`src/rtl/fcl_pkg.sv`:
```
// Shared types and default sizing for the fully-connected layer blocks.
package fcl_pkg;

    localparam int FC_DATA_WIDTH  = 8;
    localparam int FC_NUM_NEURONS = 10;

    typedef enum logic {
        SER_IDLE,
        SER_STREAM
    } ser_state_t;

endpackage

```
`src/rtl/fcl_out_serializer_if.sv`:
```
// Load/vector input plus valid/ready element stream of the FC output serializer.
interface fcl_out_serializer_if
    import fcl_pkg::*;
#(
    parameter int DATA_WIDTH  = FC_DATA_WIDTH,
    parameter int NUM_NEURONS = FC_NUM_NEURONS
);
    localparam int IDX_WIDTH = $clog2(NUM_NEURONS);

    logic                              ser_load_i;
    logic [NUM_NEURONS*DATA_WIDTH-1:0] ser_data_i;
    logic                              ser_busy_o;
    logic                              ser_valid_o;
    logic                              ser_ready_i;
    logic [DATA_WIDTH-1:0]             ser_data_o;
    logic [IDX_WIDTH-1:0]              ser_idx_o;
    logic                              ser_last_o;
    logic                              ser_drop_o;

    // The serializer itself.
    modport master (
        input  ser_load_i, ser_data_i, ser_ready_i,
        output ser_busy_o, ser_valid_o, ser_data_o, ser_idx_o, ser_last_o, ser_drop_o
    );

    // The FC layer loading vectors and the next stage consuming elements.
    modport slave (
        output ser_load_i, ser_data_i, ser_ready_i,
        input  ser_busy_o, ser_valid_o, ser_data_o, ser_idx_o, ser_last_o, ser_drop_o
    );
endinterface

```
`src/rtl/fcl_out_serializer.sv`:
```
// Captures a whole FC output vector on a load pulse and streams it out one
// element per cycle over valid/ready, with chained loads on the final transfer.
module fcl_out_serializer
    import fcl_pkg::*;
#(
    parameter int DATA_WIDTH  = FC_DATA_WIDTH,
    parameter int NUM_NEURONS = FC_NUM_NEURONS
) (
    input  logic                  ser_clk,
    input  logic                  ser_rst,
    fcl_out_serializer_if.master  ser_if
);
    localparam int                 IDX_WIDTH = $clog2(NUM_NEURONS);
    localparam logic [IDX_WIDTH-1:0] LAST_IDX = IDX_WIDTH'(NUM_NEURONS - 1);

    ser_state_t           state_q, state_d;
    logic [IDX_WIDTH-1:0] idx_q, idx_d;
    logic [DATA_WIDTH-1:0] buffer_q [NUM_NEURONS];
    logic                 drop_q, drop_d;
    logic                 capture;
    logic                 transfer;
    logic                 at_last;

    assign at_last  = (idx_q == LAST_IDX);
    assign transfer = (state_q == SER_STREAM) && ser_if.ser_ready_i;

    // NOTE: every signal written here gets a default first, so no path can
    // leave it unassigned and infer a latch.
    always_comb begin
        state_d = state_q;
        idx_d   = idx_q;
        capture = 1'b0;
        drop_d  = 1'b0;
        unique case (state_q)
            SER_IDLE: begin
                if (ser_if.ser_load_i) begin
                    capture = 1'b1;
                    idx_d   = '0;
                    state_d = SER_STREAM;
                end
            end
            SER_STREAM: begin
                if (transfer && at_last) begin
                    idx_d = '0;
                    if (ser_if.ser_load_i) begin
                        capture = 1'b1;
                    end else begin
                        state_d = SER_IDLE;
                    end
                end else begin
                    if (transfer) begin
                        idx_d = idx_q + IDX_WIDTH'(1);
                    end
                    // A load that cannot chain onto the final transfer is dropped.
                    drop_d = ser_if.ser_load_i;
                end
            end
            default: state_d = SER_IDLE;
        endcase
    end

    // NOTE: state registers use non-blocking assignments so all flops update
    // together from values sampled before the edge.
    always_ff @(posedge ser_clk or posedge ser_rst) begin
        if (ser_rst) begin
            state_q <= SER_IDLE;
            idx_q   <= '0;
            drop_q  <= 1'b0;
        end else begin
            state_q <= state_d;
            idx_q   <= idx_d;
            drop_q  <= drop_d;
        end
    end

    // NOTE: the capture buffer is reset deliberately; a stale vector must
    // never be visible on ser_data_o after reset.
    always_ff @(posedge ser_clk or posedge ser_rst) begin
        if (ser_rst) begin
            for (int k = 0; k < NUM_NEURONS; k++) begin
                buffer_q[k] <= '0;
            end
        end else if (capture) begin
            for (int k = 0; k < NUM_NEURONS; k++) begin
                buffer_q[k] <= ser_if.ser_data_i[k*DATA_WIDTH +: DATA_WIDTH];
            end
        end
    end

    // Outputs decode flop contents only; nothing here sees ready or load.
    always_comb begin
        ser_if.ser_valid_o = (state_q == SER_STREAM);
        ser_if.ser_busy_o  = (state_q == SER_STREAM);
        ser_if.ser_idx_o   = idx_q;
        ser_if.ser_last_o  = (state_q == SER_STREAM) && at_last;
        ser_if.ser_drop_o  = drop_q;
        ser_if.ser_data_o  = '0;
        if (state_q == SER_STREAM) begin
            ser_if.ser_data_o = buffer_q[idx_q];
        end
    end

endmodule

```
`src/flat_wrapper.sv`:
```
// flat-port wrapper written by rule: the top's interface ports become plain ports
module fcl_out_serializer_flat import fcl_pkg::*;
#(
    parameter int DATA_WIDTH  = FC_DATA_WIDTH,
    parameter int NUM_NEURONS = FC_NUM_NEURONS
)
  (ser_clk, ser_rst, ser_if_ser_load_i, ser_if_ser_data_i, ser_if_ser_ready_i, ser_if_ser_busy_o, ser_if_ser_valid_o, ser_if_ser_data_o, ser_if_ser_idx_o, ser_if_ser_last_o, ser_if_ser_drop_o);
  fcl_out_serializer_if #(.DATA_WIDTH(DATA_WIDTH), .NUM_NEURONS(NUM_NEURONS)) ser_if_i ();
  input  logic ser_clk;
  input  logic ser_rst;
  input wire logic [$bits(ser_if_i.ser_load_i)-1:0] ser_if_ser_load_i;
  input wire logic [$bits(ser_if_i.ser_data_i)-1:0] ser_if_ser_data_i;
  input wire logic [$bits(ser_if_i.ser_ready_i)-1:0] ser_if_ser_ready_i;
  output wire logic [$bits(ser_if_i.ser_busy_o)-1:0] ser_if_ser_busy_o;
  output wire logic [$bits(ser_if_i.ser_valid_o)-1:0] ser_if_ser_valid_o;
  output wire logic [$bits(ser_if_i.ser_data_o)-1:0] ser_if_ser_data_o;
  output wire logic [$bits(ser_if_i.ser_idx_o)-1:0] ser_if_ser_idx_o;
  output wire logic [$bits(ser_if_i.ser_last_o)-1:0] ser_if_ser_last_o;
  output wire logic [$bits(ser_if_i.ser_drop_o)-1:0] ser_if_ser_drop_o;
  assign ser_if_i.ser_load_i = ser_if_ser_load_i;
  assign ser_if_i.ser_data_i = ser_if_ser_data_i;
  assign ser_if_i.ser_ready_i = ser_if_ser_ready_i;
  assign ser_if_ser_busy_o = ser_if_i.ser_busy_o;
  assign ser_if_ser_valid_o = ser_if_i.ser_valid_o;
  assign ser_if_ser_data_o = ser_if_i.ser_data_o;
  assign ser_if_ser_idx_o = ser_if_i.ser_idx_o;
  assign ser_if_ser_last_o = ser_if_i.ser_last_o;
  assign ser_if_ser_drop_o = ser_if_i.ser_drop_o;
  fcl_out_serializer #(.DATA_WIDTH(DATA_WIDTH), .NUM_NEURONS(NUM_NEURONS)) u_core (.ser_clk(ser_clk), .ser_rst(ser_rst), .ser_if(ser_if_i));
endmodule
```
`config.mk`:
```
export PLATFORM = sky130hd
export DESIGN_NAME = fcl_out_serializer_flat
export DESIGN_NICKNAME = d
export VERILOG_FILES = /design/src/rtl/fcl_pkg.sv /design/src/rtl/fcl_out_serializer_if.sv /design/src/rtl/fcl_out_serializer.sv /design/src/flat_wrapper.sv
export SDC_FILE = /design/constraint.sdc
export NUM_CORES = 1
export LEC_CHECK = 0
export BUFFER_PORTS_ARGS = -buffer_cell sky130_fd_sc_hd__buf_2
export CORE_AREA = 2 2 66 130
export DETAILED_ROUTE_END_ITERATION = 10
export DIE_AREA = 0 0 68 132
export MAX_ROUTING_LAYER = met4
export PLACE_DENSITY = 0.83
export SLEW_MARGIN = 20
export SYNTH_ARGS = -nofsm -noshare
export SYNTH_HDL_FRONTEND = slang
export SYNTH_SLANG_ARGS = --single-unit
```
`constraint.sdc`:
```
create_clock -name ser_clk -period 4 [get_ports ser_clk]
set_input_delay 0.8 -clock ser_clk [delete_from_list [all_inputs] [get_ports ser_clk]]
set_output_delay 0.8 -clock ser_clk [all_outputs]
set_load 0.1 [all_outputs]
```
==> flow_metrics.py <==
metrics = {
    "outcome": {
        "run_status": "finished clean",
    },
    "timing": {
        "report.final.slew_viol_count": 0,
        "finClkSkew_ps": 3.60,
        "post-route-period-util_pct": 89.7,
        "tns_ps": 0,
        "setup_slack_ps": 413,
        "timing.fmax_ghz": 0.279,
        "finalHoldViolCount": 0,
        "timing.final.setup_violations": 0,
        "rsz0062_at_grt": "false",
        "max_slew_margin_pct": 47.2,
        "timing_worst_slew_pin_value_ps": 792,
        "layout_min_cycle_time_ps": 3590,
    },
    "placed_design": {
        "place.detailed.instances": 463,
        "hpwl_um": 6620,
        "place_ws_ps": 801,
        "globalplace.congestion": 0.857,
        "total_placed_instance_area_um2": 4660,
        "port_buffers": 99,
    },
    "synth": {
        "syn_area_um2": 4130,
        "seq_area_frac_synth_pct": 52.1,
        "synth_cell_types": 30,
        "postSynthNetCount": 368,
        "cell_types_occupying_the_most_area_after_synthesis": "sky130_fd_sc_hd__dfrtp_1 (52%), sky130_fd_sc_hd__mux2_2 (24%), sky130_fd_sc_hd__mux2i_1 (4.1%)",
        "synthesis.area_per_instance_um2": 14.6,
        "netlist_instances": 282,
        "ys_warn_count": 0,
        "yosys.area.top_type_share_pct": 52.1,
        "library_cell_with_the_largest_summed_area_after_synthesis": "sky130_fd_sc_hd__dfrtp_1",
        "postSynthRegisterBits": 86,
    },
    "final_layout": {
        "register_area_um2": 2150,
        "area_delta_synth_final_pct": 20.4,
        "post_layout_utilization_of_the_core_pct": 62.6,
        "final_design_area_no_fill_um2": 4970,
        "area_taken_by_multi_input_logic_gates_um2": 1820,
        "layout.nets": 464,
        "fillers": 640,
        "drive_above_1_share_pct": 58.2,
        "insertedDiodeCount": 0,
        "layout.cells.non_filler": 479,
    },
    "cts": {
        "cell_chosen_for_the_clock_root": "sky130_fd_sc_hd__clkbuf_16",
        "cts_tree": "yes",
        "clock_edge_transition_at_the_registers_on_the_reported_setup_and_hold_paths_ps": 60,
        "ctsLongestPathBuffers": 2,
        "cts_inserted_buffers": 9,
        "postCtsHoldBufs": 0,
        "number_of_gates_resized_after_cts": 0,
        "clkSinkCount": 86,
        "clk-insertion-delay-late_ps": 340,
        "setup_buffers_after_cts": 0,
        "htreeDepth": 3,
    },
    "critical_path": {
        "criticalPathCategory": "reg2out",
        "crit_arrival_ps": 2790,
        "series_of_cell_instances_along_the_critical_path": "buf_4, mux2i_1, a221o_1, a211oi_2, buf_2",
        "worstSetupStartpointType": "flop",
        "critical_path.max_fanout": 26,
        "required_ps": 3200,
        "cp_slowest_cell": "sky130_fd_sc_hd__dfrtp_2",
        "critPathMaxStageDelay_ps": 820,
        "cp-end-kind": "output pin",
    },
    "route": {
        "initialDrtViolationCount": 114,
        "detail_route.wirelength_um": 9000,
        "drtPass1Iterations": 7,
        "routedWlPerCell_um": 18.8,
        "detail-route-antenna-nets": 0,
        "post_drt_via_cell_ratio": 5.66,
        "drc_markers": 0,
        "detailroute.via_count": 2709,
    },
    "die": {
        "floorplan.initialDensity_pct": 52.0,
        "placementRows": 46,
        "core_region_area_um2": 7940,
        "chipWidth_um": 68,
        "fp.dieArea_um2": 8980,
        "floorplan.die.height_um": 132,
        "io_pins": 100,
    },
    "power": {
        "power-per-cell-area_nw_per_um2": 942,
        "total_leakage_power_uw": 0.00228,
        "vdd.ir_drop.worst_uv": 427,
    },
    "hold_path": {
        "worst_hold_path_type": "reg2reg",
    },
    "global_routing": {
        "grt_usage_pct": 22.7,
        "grt_overflow": 0,
        "number_of_global_route_vias_before_repair": 2959,
        "grt_start_max_net_pins": 48,
        "grt_first_pass_wirelength_um": 14500,
        "number_of_antenna_violations_at_the_first_check_in_global_routing": 0,
    },
    "run": {
        "drv_cap": 0,
    },
}
-- critical path: cells and delay by family, from the launching register on --
family	cells	cell delay (ps)
compound gates	2	650
buf+inv	2	840
flops	1	820
mux	1	120
-- flip-flops by register name, indices dropped and copies added (netlist names) --
name / cells
u_core.buffer_q: 80
u_core.ser_if.ser_idx_o: 4
u_core.ser_if.ser_busy_o: 1
u_core.ser_if.ser_drop_o: 1
-- routing by layer --
layer	part of all wire, %	track usage [%]	vias to the layer above
met2	54	37.4	87
met3	4.0	4.70	26
met1	38	24.6	1348
met5	0	-	-
li1	-	-	1248
met4	4.2	11.9	0
-- cell usage after synthesis (all sizes together) --
cell type	n
dfrtp	86
nand4b	1
and3	1
nor2b	1
clkinv	1
mux2	88
ha	2
buf	17
o2bb2a	1
a211oi	16
a21o	1
nand2	11
nand3	2
clkbuf	4
nor2	2
a221o	8
nor3b	1
and2	1
a21boi	3
mux4	8
nand3b	2
o21ai	5
mux2i	17
inv	2
nand4	1
-- final timing paths --
kind / startpoint / to / slack, ps / cells past startpoint
min in group asynchronous: ser_rst / u_core.buffer_q[66]$_DFFE_PP0P_ / 580 / 2
max in group asynchronous: ser_rst / u_core.buffer_q[46]$_DFFE_PP0P_ / 2620 / 3
hold / removal: u_core.buffer_q[66]$_DFFE_PP0P_ / u_core.buffer_q[66]$_DFFE_PP0P_ / 500 / 1
setup / recovery: u_core.ser_if.ser_idx_o[0]$_DFFE_PP0P_ / ser_if_ser_data_o[1] / 410 / 5
hold reg to reg: u_core.buffer_q[66]$_DFFE_PP0P_ / u_core.buffer_q[66]$_DFFE_PP0P_ / 500 / 1
setup reg to reg: u_core.ser_if.ser_idx_o[0]$_DFFE_PP0P_ / u_core.buffer_q[0]$_DFFE_PP0P_ / 1410 / 5
-- metrics by stage --
step	total power, uW	hold slack (ps)
2_1_floorplan	3420	472
3_3_place_gp	3740	483
3_5_place_dp	3810	492
4_1_cts	4710	505
5_1_grt	4920	513
6_report	4680	500
-- placed cells by master, fill, tap and decap left out --
cell type                   Yosys  layout
sky130_fd_sc_hd__a211oi_1      16       8
sky130_fd_sc_hd__a211oi_2       0       8
sky130_fd_sc_hd__a21boi_0       3       2
sky130_fd_sc_hd__a21boi_4       0       1
sky130_fd_sc_hd__a21o_1         1       1
sky130_fd_sc_hd__a221o_1        8       8
sky130_fd_sc_hd__and2_1         1       1
sky130_fd_sc_hd__and3_1         1       1
sky130_fd_sc_hd__buf_2          2      99
sky130_fd_sc_hd__buf_4          2       7
sky130_fd_sc_hd__bufinv_16      0       2
sky130_fd_sc_hd__clkbuf_1       4       2
sky130_fd_sc_hd__clkbuf_16      0       9
sky130_fd_sc_hd__clkbuf_8       0       1
sky130_fd_sc_hd__clkinv_1       1       1
sky130_fd_sc_hd__clkinv_2       0       3
sky130_fd_sc_hd__dfrtp_1       86      85
sky130_fd_sc_hd__dfrtp_2        0       1
sky130_fd_sc_hd__ha_1           2       2
sky130_fd_sc_hd__inv_1          2       1
sky130_fd_sc_hd__mux2_2        88      88
sky130_fd_sc_hd__mux2i_1       17      17
sky130_fd_sc_hd__mux4_1         5       5
sky130_fd_sc_hd__mux4_2         3       3
sky130_fd_sc_hd__nand2_1       11      11
sky130_fd_sc_hd__nand3_1        2       2
sky130_fd_sc_hd__nand3b_1       2       2
sky130_fd_sc_hd__nand4_1        1       1
sky130_fd_sc_hd__nand4b_1       1       1
sky130_fd_sc_hd__nor2_1         2       2
sky130_fd_sc_hd__nor2b_1        1       1
sky130_fd_sc_hd__nor3b_2        1       1
sky130_fd_sc_hd__o21ai_0        5       5
sky130_fd_sc_hd__o2bb2a_1       1       1
-- logic make-up (layout without fill, tap and decap cells) --
logic type               after synthesis  count (layout)  synth area share, %
buffers and inverters                 24             125                 5.03
flip-flops                            86              86                 52.1
AND/OR/NAND/NOR                       23              23                 2.91
AO/OA/AOI/OAI                         34              34                 6.42
multiplexers                         113             113                 32.9
adder cells (fa/ha/maj)                2               2                0.606
-- layout make-up --
class,instances,share of cell area (%)
flip-flops and latches,86,43.3
inverters,3,0.252
repair buffers,106,11.0
multi-input cells,172,36.6
well taps,96,2.42
clock inverters,4,1.41
clock buffers,12,4.96
-- where the power goes --
group	internal, uW	switching, uW
Combinational	836	1360
Sequential	1290	317
Clock	562	322
Total	2690	2000
(Power assumes the default switching activity.)
